## config.mk

```make
export PLATFORM = sky130hd
export DESIGN_NAME = mem_arbiter
export DESIGN_NICKNAME = d
export VERILOG_FILES = /design/src/rtl/mem_arbiter_pkg.sv /design/src/rtl/mem_arbiter.sv
export SDC_FILE = /design/constraint.sdc
export NUM_CORES = 1
export LEC_CHECK = 0
export BUFFER_PORTS_ARGS = -buffer_cell sky130_fd_sc_hd__buf_2
export CORE_AREA = 3 3 114 116
export DETAILED_ROUTE_END_ITERATION = 12
export DIE_AREA = 0 0 117 119
export PLACE_DENSITY = 0.69
export SYNTH_ARGS = -nofsm -noshare
export SYNTH_HDL_FRONTEND = slang
export SYNTH_SLANG_ARGS = --single-unit
```

## constraint.sdc

```tcl
create_clock -name clk -period 1.5 [get_ports clk]
set_input_delay 0.15 -clock clk [delete_from_list [all_inputs] [get_ports clk]]
set_output_delay 0.15 -clock clk [all_outputs]
set_load 0.01 [all_outputs]
```

## src/rtl/mem_arbiter_pkg.sv

```systemverilog
// Shared types and constants for the two-master data-memory arbiter.
// Owner encodings and arbitration-mode constants are also used by the bus top level.
package mem_arbiter_pkg;

    localparam int XLEN   = 32;
    localparam int ADDR_W = 32;

    localparam int ARB_MODE_RR    = 0;
    localparam int ARB_MODE_FIXED = 1;

    typedef enum logic [1:0] {
        ARB_OWNER_NONE = 2'd0,
        ARB_OWNER_CPU  = 2'd1,
        ARB_OWNER_DMA  = 2'd2
    } arb_owner_e;

    // Only meaningful when at least one request is present.
    function automatic arb_owner_e pick_winner(
        input logic       cpu_req,
        input logic       dma_req,
        input arb_owner_e last_grant,
        input int         mode
    );
        arb_owner_e winner;
        winner = ARB_OWNER_CPU;
        if (cpu_req && dma_req) begin
            if (mode == ARB_MODE_RR && last_grant == ARB_OWNER_CPU)
                winner = ARB_OWNER_DMA;
        end else if (dma_req) begin
            winner = ARB_OWNER_DMA;
        end
        return winner;
    endfunction

endpackage

```

## src/rtl/mem_arbiter.sv

```systemverilog
// Merges the CPU and DMA memory ports onto one shared data-memory port,
// one outstanding transaction at a time, with a response timeout.
module mem_arbiter
    import mem_arbiter_pkg::*;
#(
    parameter int          ARB_MODE    = ARB_MODE_RR,
    parameter int          TIMEOUT_CYC = 64,
    parameter logic [31:0] ERR_RDATA   = 32'hDEAD_BEEF
) (
    input  logic              clk,
    input  logic              rst_n,

    input  logic              cpu_mem_req,
    input  logic              cpu_mem_we,
    input  logic [ADDR_W-1:0] cpu_mem_addr,
    input  logic [XLEN-1:0]   cpu_mem_wdata,
    output logic [XLEN-1:0]   cpu_mem_rdata,
    output logic              cpu_mem_ready,

    input  logic              dma_mem_req,
    input  logic              dma_mem_we,
    input  logic [ADDR_W-1:0] dma_mem_addr,
    input  logic [XLEN-1:0]   dma_mem_wdata,
    output logic [XLEN-1:0]   dma_mem_rdata,
    output logic              dma_mem_ready,

    output logic              mem_req,
    output logic              mem_we,
    output logic [ADDR_W-1:0] mem_addr,
    output logic [XLEN-1:0]   mem_wdata,
    input  logic [XLEN-1:0]   mem_rdata,
    input  logic              mem_ready,

    output logic              arb_err
);

    localparam int              CNT_W    = (TIMEOUT_CYC > 1) ? $clog2(TIMEOUT_CYC + 1) : 1;
    localparam logic [CNT_W-1:0] CNT_LAST = (TIMEOUT_CYC > 0) ? CNT_W'(TIMEOUT_CYC - 1) : '0;
    localparam logic [CNT_W-1:0] CNT_MAX  = '1;
    localparam logic [XLEN-1:0]  ERR_DATA = XLEN'(ERR_RDATA);
    localparam bit               TO_EN    = (TIMEOUT_CYC > 0);

    typedef enum logic {
        ST_IDLE = 1'b0,
        ST_BUSY = 1'b1
    } state_e;

    state_e            r_state;
    arb_owner_e        r_owner;
    arb_owner_e        r_last_grant;
    logic [CNT_W-1:0]  r_cnt;
    logic              r_we;
    logic [ADDR_W-1:0] r_addr;
    logic [XLEN-1:0]   r_wdata;

    logic              w_busy;
    logic              w_timeout;
    logic              w_done;
    logic [XLEN-1:0]   w_rdata;
    arb_owner_e        w_winner;

    assign w_busy    = (r_state == ST_BUSY);
    // A real response in the same cycle as the timeout always takes precedence.
    assign w_timeout = TO_EN && w_busy && !mem_ready && (r_cnt == CNT_LAST);
    assign w_done    = w_busy && (mem_ready || w_timeout);
    assign w_rdata   = mem_ready ? mem_rdata : ERR_DATA;
    assign w_winner  = pick_winner(cpu_mem_req, dma_mem_req, r_last_grant, ARB_MODE);

    // NOTE: every register here is a plain flop (no memory array), so all of
    // them, including the latched request fields, take the async reset.
    always_ff @(posedge clk or negedge rst_n) begin
        if (!rst_n) begin
            r_state      <= ST_IDLE;
            r_owner      <= ARB_OWNER_NONE;
            r_last_grant <= ARB_OWNER_DMA;
            r_cnt        <= '0;
            r_we         <= 1'b0;
            r_addr       <= '0;
            r_wdata      <= '0;
        end else begin
            // NOTE: non-blocking assignments so every branch sees the pre-edge state.
            case (r_state)
                ST_IDLE: begin
                    if (cpu_mem_req || dma_mem_req) begin
                        r_state      <= ST_BUSY;
                        r_owner      <= w_winner;
                        r_last_grant <= w_winner;
                        r_cnt        <= '0;
                        if (w_winner == ARB_OWNER_DMA) begin
                            r_we    <= dma_mem_we;
                            r_addr  <= dma_mem_addr;
                            r_wdata <= dma_mem_wdata;
                        end else begin
                            r_we    <= cpu_mem_we;
                            r_addr  <= cpu_mem_addr;
                            r_wdata <= cpu_mem_wdata;
                        end
                    end
                end
                ST_BUSY: begin
                    if (w_done) begin
                        r_state <= ST_IDLE;
                        r_owner <= ARB_OWNER_NONE;
                    end else if (r_cnt != CNT_MAX) begin
                        r_cnt <= r_cnt + CNT_W'(1);
                    end
                end
                default: r_state <= ST_IDLE;
            endcase
        end
    end

    // Shared port comes only from the latches, so master input changes mid-transaction are ignored.
    assign mem_req       = w_busy;
    assign mem_we        = r_we;
    assign mem_addr      = r_addr;
    assign mem_wdata     = r_wdata;

    assign cpu_mem_ready = w_done && (r_owner == ARB_OWNER_CPU);
    assign dma_mem_ready = w_done && (r_owner == ARB_OWNER_DMA);
    assign cpu_mem_rdata = cpu_mem_ready ? w_rdata : '0;
    assign dma_mem_rdata = dma_mem_ready ? w_rdata : '0;
    assign arb_err       = w_timeout;

endmodule
```

# After elaboration in Yosys (flattened, before gate mapping)

Index checks and enable logic that the tools add are counted.

Logic and storage cells: 50
Output and inout bits: 133
Bits of input ports: 167
Flip-flop bits (word level): 77

Bitwise logic cells: 1
Equal/unequal tests: 10
$add $sub $neg: 1
Reduce and logical (&&, ||, !) cells: 12
Muxes and demuxes: 19

Operator list:

| operator                                               | count |
|---|---|
| two-way mux 32 bit                                     | 5 |
| two-way mux 7 bit                                      | 3 |
| one-hot mux 7 bit (2 select lines)                     | 1 |
| two-way mux 2 bit                                      | 5 |
| adder 7 x 1 -> 7 bit (second input constant)           | 1 |
| equality test 7 x 6 -> 1 bit (second input constant)   | 1 |
| inequality test 7 bit (second input constant)          | 1 |
| logical AND 1 bit                                      | 6 |
| equality test 2 x 1 -> 1 bit (second input constant)   | 2 |
| equality test 2 bit (second input constant)            | 2 |
| inequality test 2 x 1 -> 1 bit (second input constant) | 2 |
| inequality test 2 bit (second input constant)          | 2 |
| one-hot mux 2 bit (2 select lines)                     | 1 |
| AND reduction 2 bit                                    | 2 |
| two-way mux 1 bit                                      | 3 |
| AND reduction 3 bit                                    | 1 |
| logical OR 1 bit                                       | 2 |
| one-hot mux 1 bit (2 select lines)                     | 1 |
| logical NOT 1 bit                                      | 1 |
| NOT 1 bit                                              | 1 |

# Longest topological paths before layout

Gate-level depths: netlist of the first run.

Depth in word-level cells: 7
Mapped depth: 6
Gate-level depth less buffers: 5

# Worst setup path after synthesis of the first run

No wires, ideal clock.

Kind: register to output
From: reg r_cnt[0]
To: out cpu_mem_rdata[18]
Buffers on the path: 1
Slack: -0.040 ns
Arrival time: 1.390 ns
Data required time: 1.350 ns
Cell stages (with the launch flop): 7
Path through: dfrtp_1 -> ha_1 -> nand2_1 -> nor4_4 -> buf_6 -> a21oi_1 -> nor2_1

Cells in the longest elaborated chain, start to end: 6

Ends and longest elaborated chain:

| item                         | RTL line           | RTL |
|---|---|---|
| start: declaration           | mem_arbiter.sv:51  | `logic [CNT_W-1:0] r_cnt;` |
| start signal: assignment     | mem_arbiter.sv:105 | `r_cnt <= r_cnt + CNT_W'(1);` |
| equality test 7 x 6 -> 1 bit | mem_arbiter.sv:64  | `assign w_timeout = TO_EN && w_busy && !mem_ready && (r_cnt == CNT_LAST);` |
| logical AND 1 bit            | mem_arbiter.sv:64  |  |
| logical OR 1 bit             | mem_arbiter.sv:65  | `assign w_done = w_busy && (mem_ready \|\| w_timeout);` |
| logical AND 1 bit            | mem_arbiter.sv:65  |  |
| logical AND 1 bit            | mem_arbiter.sv:119 | `assign cpu_mem_ready = w_done && (r_owner == ARB_OWNER_CPU);` |
| two-way mux 32 bit           | mem_arbiter.sv:121 | `assign cpu_mem_rdata = cpu_mem_ready ? w_rdata : '0;` |
| end: declaration             | mem_arbiter.sv:17  | `output logic [XLEN-1:0] cpu_mem_rdata,` |

No other way between the ends.

# Worst setup path after layout of the first run

From: reg r_cnt[0]
To: out cpu_mem_rdata[27]

The elaborated chain is that of the path after synthesis.

==> metrics, run 1 <==
FP Rows=40; part of the power in registers=36.7%; Detail Route Antenna Nets=0; dpl cell area=5710 um2; yosys warns=0; first-pass GRT wire length=20400 um; Final #Nets=953; routability cong.=0.808; CTS max path bufs=2; Clock Latency Late Sink=0.33 ns; cell internal pwr=0.00533 W; clock sink count=77; Worst Setup Start Kind=flop; number of synthesized flops with an enable pin=0; Sw Ratio=32.6%; violated checks=negative setup slack; Post-Layout Inst Area=6770 um2; Comb pwr share=34.9%; required time worst endpoint=1.35 ns; max-cap viol count=0; buffers added on ports=299; Tcrit/Tclk final=124%; Chip Height=119 um; CORE AREA=12000 um2; Synth-to-Final Area Change=75.6%; H-tree levels=3; flops & latches, synth=77; Synth top area share=49.4%; vias=4565; Starting DRT DRC Count=166; fin util=56.3%; 1st-pass router iterations=5; die area=13900 um2; maximum VDD drop=0.532 mV; clock power share=28.4%; chip width=117 um; most frequent cell after synthesis=nand2_1; crit path DAT=1.71 ns; largest net degree at the start of global routing=43; Hold Crit Class=in2reg; final setup violation count=117; asr flop ratio synth=100%; n_diodes=0; CTS tree=done; clk_skew=0.00913 ns; post-synth cell types=37; syn_area_per_cell=8.54 um2; Psw=0.00257 W; clock slew at reported path FFs=0.06 ns; GR Overflow Total=0; total track usage=18.4%; # DRC=0; num ports=300; CP Max Fanout=10; FMAX=0.539 GHz; P_leak=3.76 nW; commonest cells in the netlist=nand2_1, dfrtp_1, a22oi_1; TritonCTS Buffers=9; hpwl dp=10400 um; Worst setup EP type=primary output; Initial Util=32.1%; min Tclk post-route=1.86 ns; initial antenna violation count=0; Seq/Total Area, Yosys=50.0%; Mapped Cells=451; setup ws final=-0.356 ns; RSZ-0062 raised after global routing=true; kind of critical path=reg2out; Avg Vias per Cell=4.87; Worst Tran Pin Value=0.438 ns; Pwr Density=1170 nW/um2; Syn Std Cell Area=3850 um2; vias in the first global route=4265; Final Hold Fails=0; area leader, netlist=dfrtp_1; status=finished with violations; layout cell share with drive strength beyond 1=55.3%; Syn Nets=619; Root Driver=clkbuf_16; Slew HR=70.8%; mean routed wirelength per cell=16.2 um; ranking of synthesized cells by area=dfrtp_1, nand2_1, a22oi_1, nor2_1, a21oi_1; fin. max-slew vios=0; total wire length=15200 um; Top FF cell, synth=dfrtp_1
repair_timing:
item                                   CTS  global route
pin swaps                               14            69
gates cloned                             1            11
setup endpoints to repair              112           126
buffers inserted                         3            10
gates resized for setup                 14            64
endpoints found under the hold margin   22             0
hold buffers                             1             0
final timing paths:
| path | startpoint | endpoint | slack [ns] | depth (start not counted) |
|---|---|---|---|---|
| worst min register to register | mem_addr[22]$_DFFE_PN0P_ | mem_addr[22]$_DFFE_PN0P_ | 0.46 | 2 |
| worst max register to register | r_cnt[0]$_DFFE_PN0P_ | r_owner[1]$_DFFE_PN0P_ | -0.24 | 7 |
| min in group asynchronous | rst_n | mem_wdata[0]$_DFFE_PN0P_ | 0.28 | 2 |
| max in group asynchronous | rst_n | r_last_grant[1]$_DFFE_PN1P_ | 0.64 | 3 |
| worst min-delay path | dma_mem_addr[20] | mem_addr[20]$_DFFE_PN0P_ | 0.03 | 3 |
| worst max-delay path | r_cnt[0]$_DFFE_PN0P_ | cpu_mem_rdata[27] | -0.36 | 7 |
critical path, cell delays in order, from the launching register on:
cell and delay (ns):
dfrtp_1 0.35, ha_2 0.21, nand2_4 0.07, nor4_4 0.17
buf_4 0.22, a21oi_1 0.07, nor2_1 0.14, buf_2 0.15
final cells by class:
type	count	area (um2)
clock buffers	13	270
multi-input cells	337	2060
flip-flops and latches	77	1930
repair buffers	357	2280
fillers	1131	5240
inverters	3	11.3
well taps	147	184
clock inverters	3	42.5
cells in the final DEF, fill, tap and decap left out, types with 8 or more instances in the layout:
cell type,synthesis,layout
buf_2,9,297
nand2_1,136,135
dfrtp_1,76,76
nor2_1,54,53
a22oi_2,0,43
buf_4,4,30
a21oi_1,24,23
a22oi_1,65,22
clkbuf_16,0,19
and3_1,16,16
buf_6,2,9
buf_12,0,8
cells by family (layout without fill, tap and decap cells):
group	count (synthesis)	after routing	share of synthesized area [%]
AOI/OAI and AO/OA	109	109	19.9
and+or+nand+nor	225	225	24.5
DFF	77	77	50.0
adders and majority gates	1	1	0.325
muxes	2	2	0.552
buffers and inverters	37	376	4.68
metrics by stage:
| stage | setup TNS [ns] | std cells | setup WS [ns] | power (W) | hold WS [ns] |
|---|---|---|---|---|---|
| after floorplan | -0.0236 | 451 | -0.00337 | 0.00402 | -0.146 |
| after global placement | -0.0600 | 895 | -0.0371 | 0.00521 | 0.0783 |
| after detailed placement | -0.448 | 895 | -0.0563 | 0.00526 | 0.0803 |
| after CTS | -22.02 | 916 | -0.374 | 0.00762 | 0.0286 |
| after global routing | -31.14 | 937 | -0.485 | 0.00837 | 0.0288 |
| final | -18.95 | 937 | -0.356 | 0.00790 | 0.0299 |
per-layer routing:
metal	global-route usage (%)	vias up	part of all wire [%]	wire [um]
li1	-	2219	-	-
met1	20.2	2128	37	5670
met2	34.8	204	54	8200
met3	4.47	14	6.8	1030
met4	4.52	0	2.1	316
met5	0	-	0	0
sequential cells by signal, indices dropped and copies added, names as in the netlist:
signal / count
r_cnt: 7
mem_addr: 32
mem_req: 1
mem_wdata: 32
mem_we: 1
r_last_grant: 2
r_owner: 2
power groups by stage:
stage / Combinational [W] / Sequential [W] / Clock, W
after detailed placement: 0.00234 / 0.00291 / 0
after CTS: 0.00240 / 0.00290 / 0.00231
after global routing: 0.00301 / 0.00298 / 0.00239
after floorplan: 0.000868 / 0.00315 / 0
after global placement: 0.00230 / 0.00291 / 0
final: 0.00275 / 0.00290 / 0.00225
(Power assumes the default switching activity.)
==> inputs of run 2 (changes only) <==
--- a/config.mk
+++ b/config.mk
@@ -9,7 +9,7 @@
 export CORE_AREA = 3 3 114 116
 export DETAILED_ROUTE_END_ITERATION = 12
 export DIE_AREA = 0 0 117 119
-export PLACE_DENSITY = 0.69
+export PLACE_DENSITY = 0.71
 export SYNTH_ARGS = -nofsm -noshare
 export SYNTH_HDL_FRONTEND = slang
 export SYNTH_SLANG_ARGS = --single-unit
==> metrics, run 2 (synthesized netlist as in run 1, its figures left out) <==
status=finished with violations; violated checks=negative setup slack; min Tclk post-route=1.98 ns (+0.122 ns); n_diodes=0 (unchanged); Clock Latency Late Sink=0.33 ns (about the same); die area=13900 um2 (unchanged); Worst Tran Pin Value=0.439 ns (+0.000119 ns); commonest cells after routing, fill and taps aside=buf_2, nand2_1, dfrtp_1, nor2_1, a22oi_2; RSZ-0062 raised after global routing=true; Avg Vias per Cell=4.93 (+1.3%); routability cong.=0.780 (-3.5%); total wire length=15300 um (+0.81%); buffers added on ports=299 (unchanged); Worst Setup Start Kind=flop; commonest non-fill, non-tap cell in the layout=buf_2; crit path DAT=1.83 ns (+0.12 ns); Final Hold Fails=0 (unchanged); FP Rows=40 (unchanged); # DRC=0 (unchanged); vias in the first global route=4137 (-3.0%); fin. max-slew vios=0 (unchanged); 1st-pass router iterations=4 (-1); max incr delay on CP=0.42 ns (+0.07 ns); setup ws final=-0.479 ns (-0.122 ns); maximum VDD drop=0.596 mV (+12%); Worst setup EP type=primary output; CTS max path bufs=2 (unchanged); layout cell share with drive strength beyond 1=56.0% (+0.66 points); fin util=56.4% (+0.083 points); Pwr Density=1170 nW/um2 (+0.27%); Initial Util=32.1% (unchanged); clock sink count=77 (unchanged); dpl cell area=5700 um2 (about the same); DP Worst Slack=-0.119 ns (-0.0623 ns); worst-path cell chain=ha_4 > nand2_4 > nor4_4 > buf_6 > clkbuf_16 > a21oi_1 > nor2_1 > buf_2; clk_skew=0.00420 ns (-0.00493 ns); met3 usage=4.47% (unchanged); Starting DRT DRC Count=174 (+4.8%); final setup violation count=89 (-24%); vias=4604 (+0.85%); Hold Crit Class=in2reg; FMAX=0.505 GHz (-6.2%); Synth-to-Final Area Change=75.9%; total track usage=18.4% (about the same); Slew HR=70.8% (about the same); required time worst endpoint=1.35 ns (about the same); first-pass GRT wire length=20200 um (-0.81%); CP delay by family, top=buffers and inverters; Post-Layout Inst Area=6780 um2 (+0.15%); max-cap viol count=0 (unchanged); Detail Route Antenna Nets=0 (unchanged); GR Util met2=35.4% (+0.60 points); hpwl dp=10200 um (-1.6%); CP Max Fanout=6 (-4); Tcrit/Tclk final=132% (+8.1 points); num ports=300 (unchanged); CORE AREA=12000 um2 (unchanged); Fin Setup TNS=-21.68 ns (-2.73 ns); P_leak=3.74 nW (-0.44%); largest net degree at the start of global routing=78 (+81%); kind of critical path=reg2out; GR Overflow Total=0 (unchanged); H-tree levels=3 (unchanged); critical path buffer and inverter count=3 (+1); Root Driver=clkbuf_16; mean routed wirelength per cell=16.4 um (+1.2%); met1 usage in global routing=19.4% (-0.72 points); chip width=117 um (unchanged); Slowest cell on crit path=dfrtp_1; TritonCTS Buffers=9 (unchanged); Final #Nets=949 (-0.42%); busiest grt layer=met2; Layout fillers=1099 (-2.8%); initial antenna violation count=1 (+1); clock slew at reported path FFs=0.06 ns (about the same); CTS tree=done; Chip Height=119 um (unchanged)
[run 2: changes by cell type in the layout (fill, tap and decap cells not counted), sizes merged]
cell | before | now
buf | 346 | 343
bufinv | 1 | 2
clkinvlp | 1 | 2
clkinv | 1 | 3
clkbuf | 23 | 18
[run 2: path summary, 6_finish.rpt]
| kind | start | end | slack, ns | cells past startpoint |
|---|---|---|---|---|
| hold / removal | dma_mem_wdata[18] | mem_wdata[18]$_DFFE_PN0P_ | 0.03 | 3 |
| hold reg to reg | mem_wdata[24]$_DFFE_PN0P_ | mem_wdata[24]$_DFFE_PN0P_ | 0.46 | 2 |
| max in group asynchronous | rst_n | r_last_grant[1]$_DFFE_PN1P_ | 0.73 | 3 |
| setup / recovery | r_cnt[1]$_DFFE_PN0P_ | cpu_mem_rdata[16] | -0.48 | 8 |
| setup reg to reg | r_cnt[0]$_DFFE_PN0P_ | r_owner[0]$_DFFE_PN0P_ | -0.19 | 9 |
| min in group asynchronous | rst_n | mem_wdata[11]$_DFFE_PN0P_ | 0.37 | 3 |
[run 2: per-stage QoR]
| step | total power, W | hold WS, ns | cells |
|---|---|---|---|
| 6_report | 0.00794 | 0.0301 | 933 |
| 3_5_place_dp | 0.00525 | 0.205 | 891 |
| 2_1_floorplan | 0.00402 | -0.146 | 451 |
| 5_1_grt | 0.00840 | 0.0210 | 933 |
| 3_3_place_gp | 0.00518 | 0.201 | 891 |
| 4_1_cts | 0.00771 | 0.0288 | 917 |
[run 2: area by class of cell]
type	instances	area, um2	share of cell area [%]
multi-input combinational	337	2090	30.9
clock buffer	9	225	3.32
sequential	77	1930	28.5
tap	147	184	2.71
timing repair buffer	353	2240	33.1
inverter	3	11.3	0.166
clock inverter	7	90.1	1.33
[run 2: power breakdown]
part | internal (W) | leakage [nW] | switching (W)
Clock | 0.00145 | 0.151 | 0.000836
Sequential | 0.00260 | 0.955 | 0.000308
Combinational | 0.00129 | 2.64 | 0.00145
Total | 0.00534 | 3.74 | 0.00259
[run 2: repair_timing]
action,in CTS,in global routing
hold endpoints to repair,76,0
pin swaps,12,118
hold buffers,1,0
gates cloned,1,12
setup endpoints to repair,81,131
resized for setup,25,66
buffers inserted,10,5
[run 2: worst reg2reg max path: stages, from the launching register on]
cell and delay (ns):
dfrtp_1 0.40, ha_4 0.17, nand2_4 0.06, buf_4 0.13, buf_6 0.11, buf_4 0.12
buf_6 0.12, o31ai_4 0.21, a21boi_2 0.09, a21o_1 0.16
[run 2: routing by layer]
metal	wire length (um)	up-vias
met3	1170	19
met2	8360	208
met1	5590	2159
met5	13	-
li1	-	2216
met4	214	2
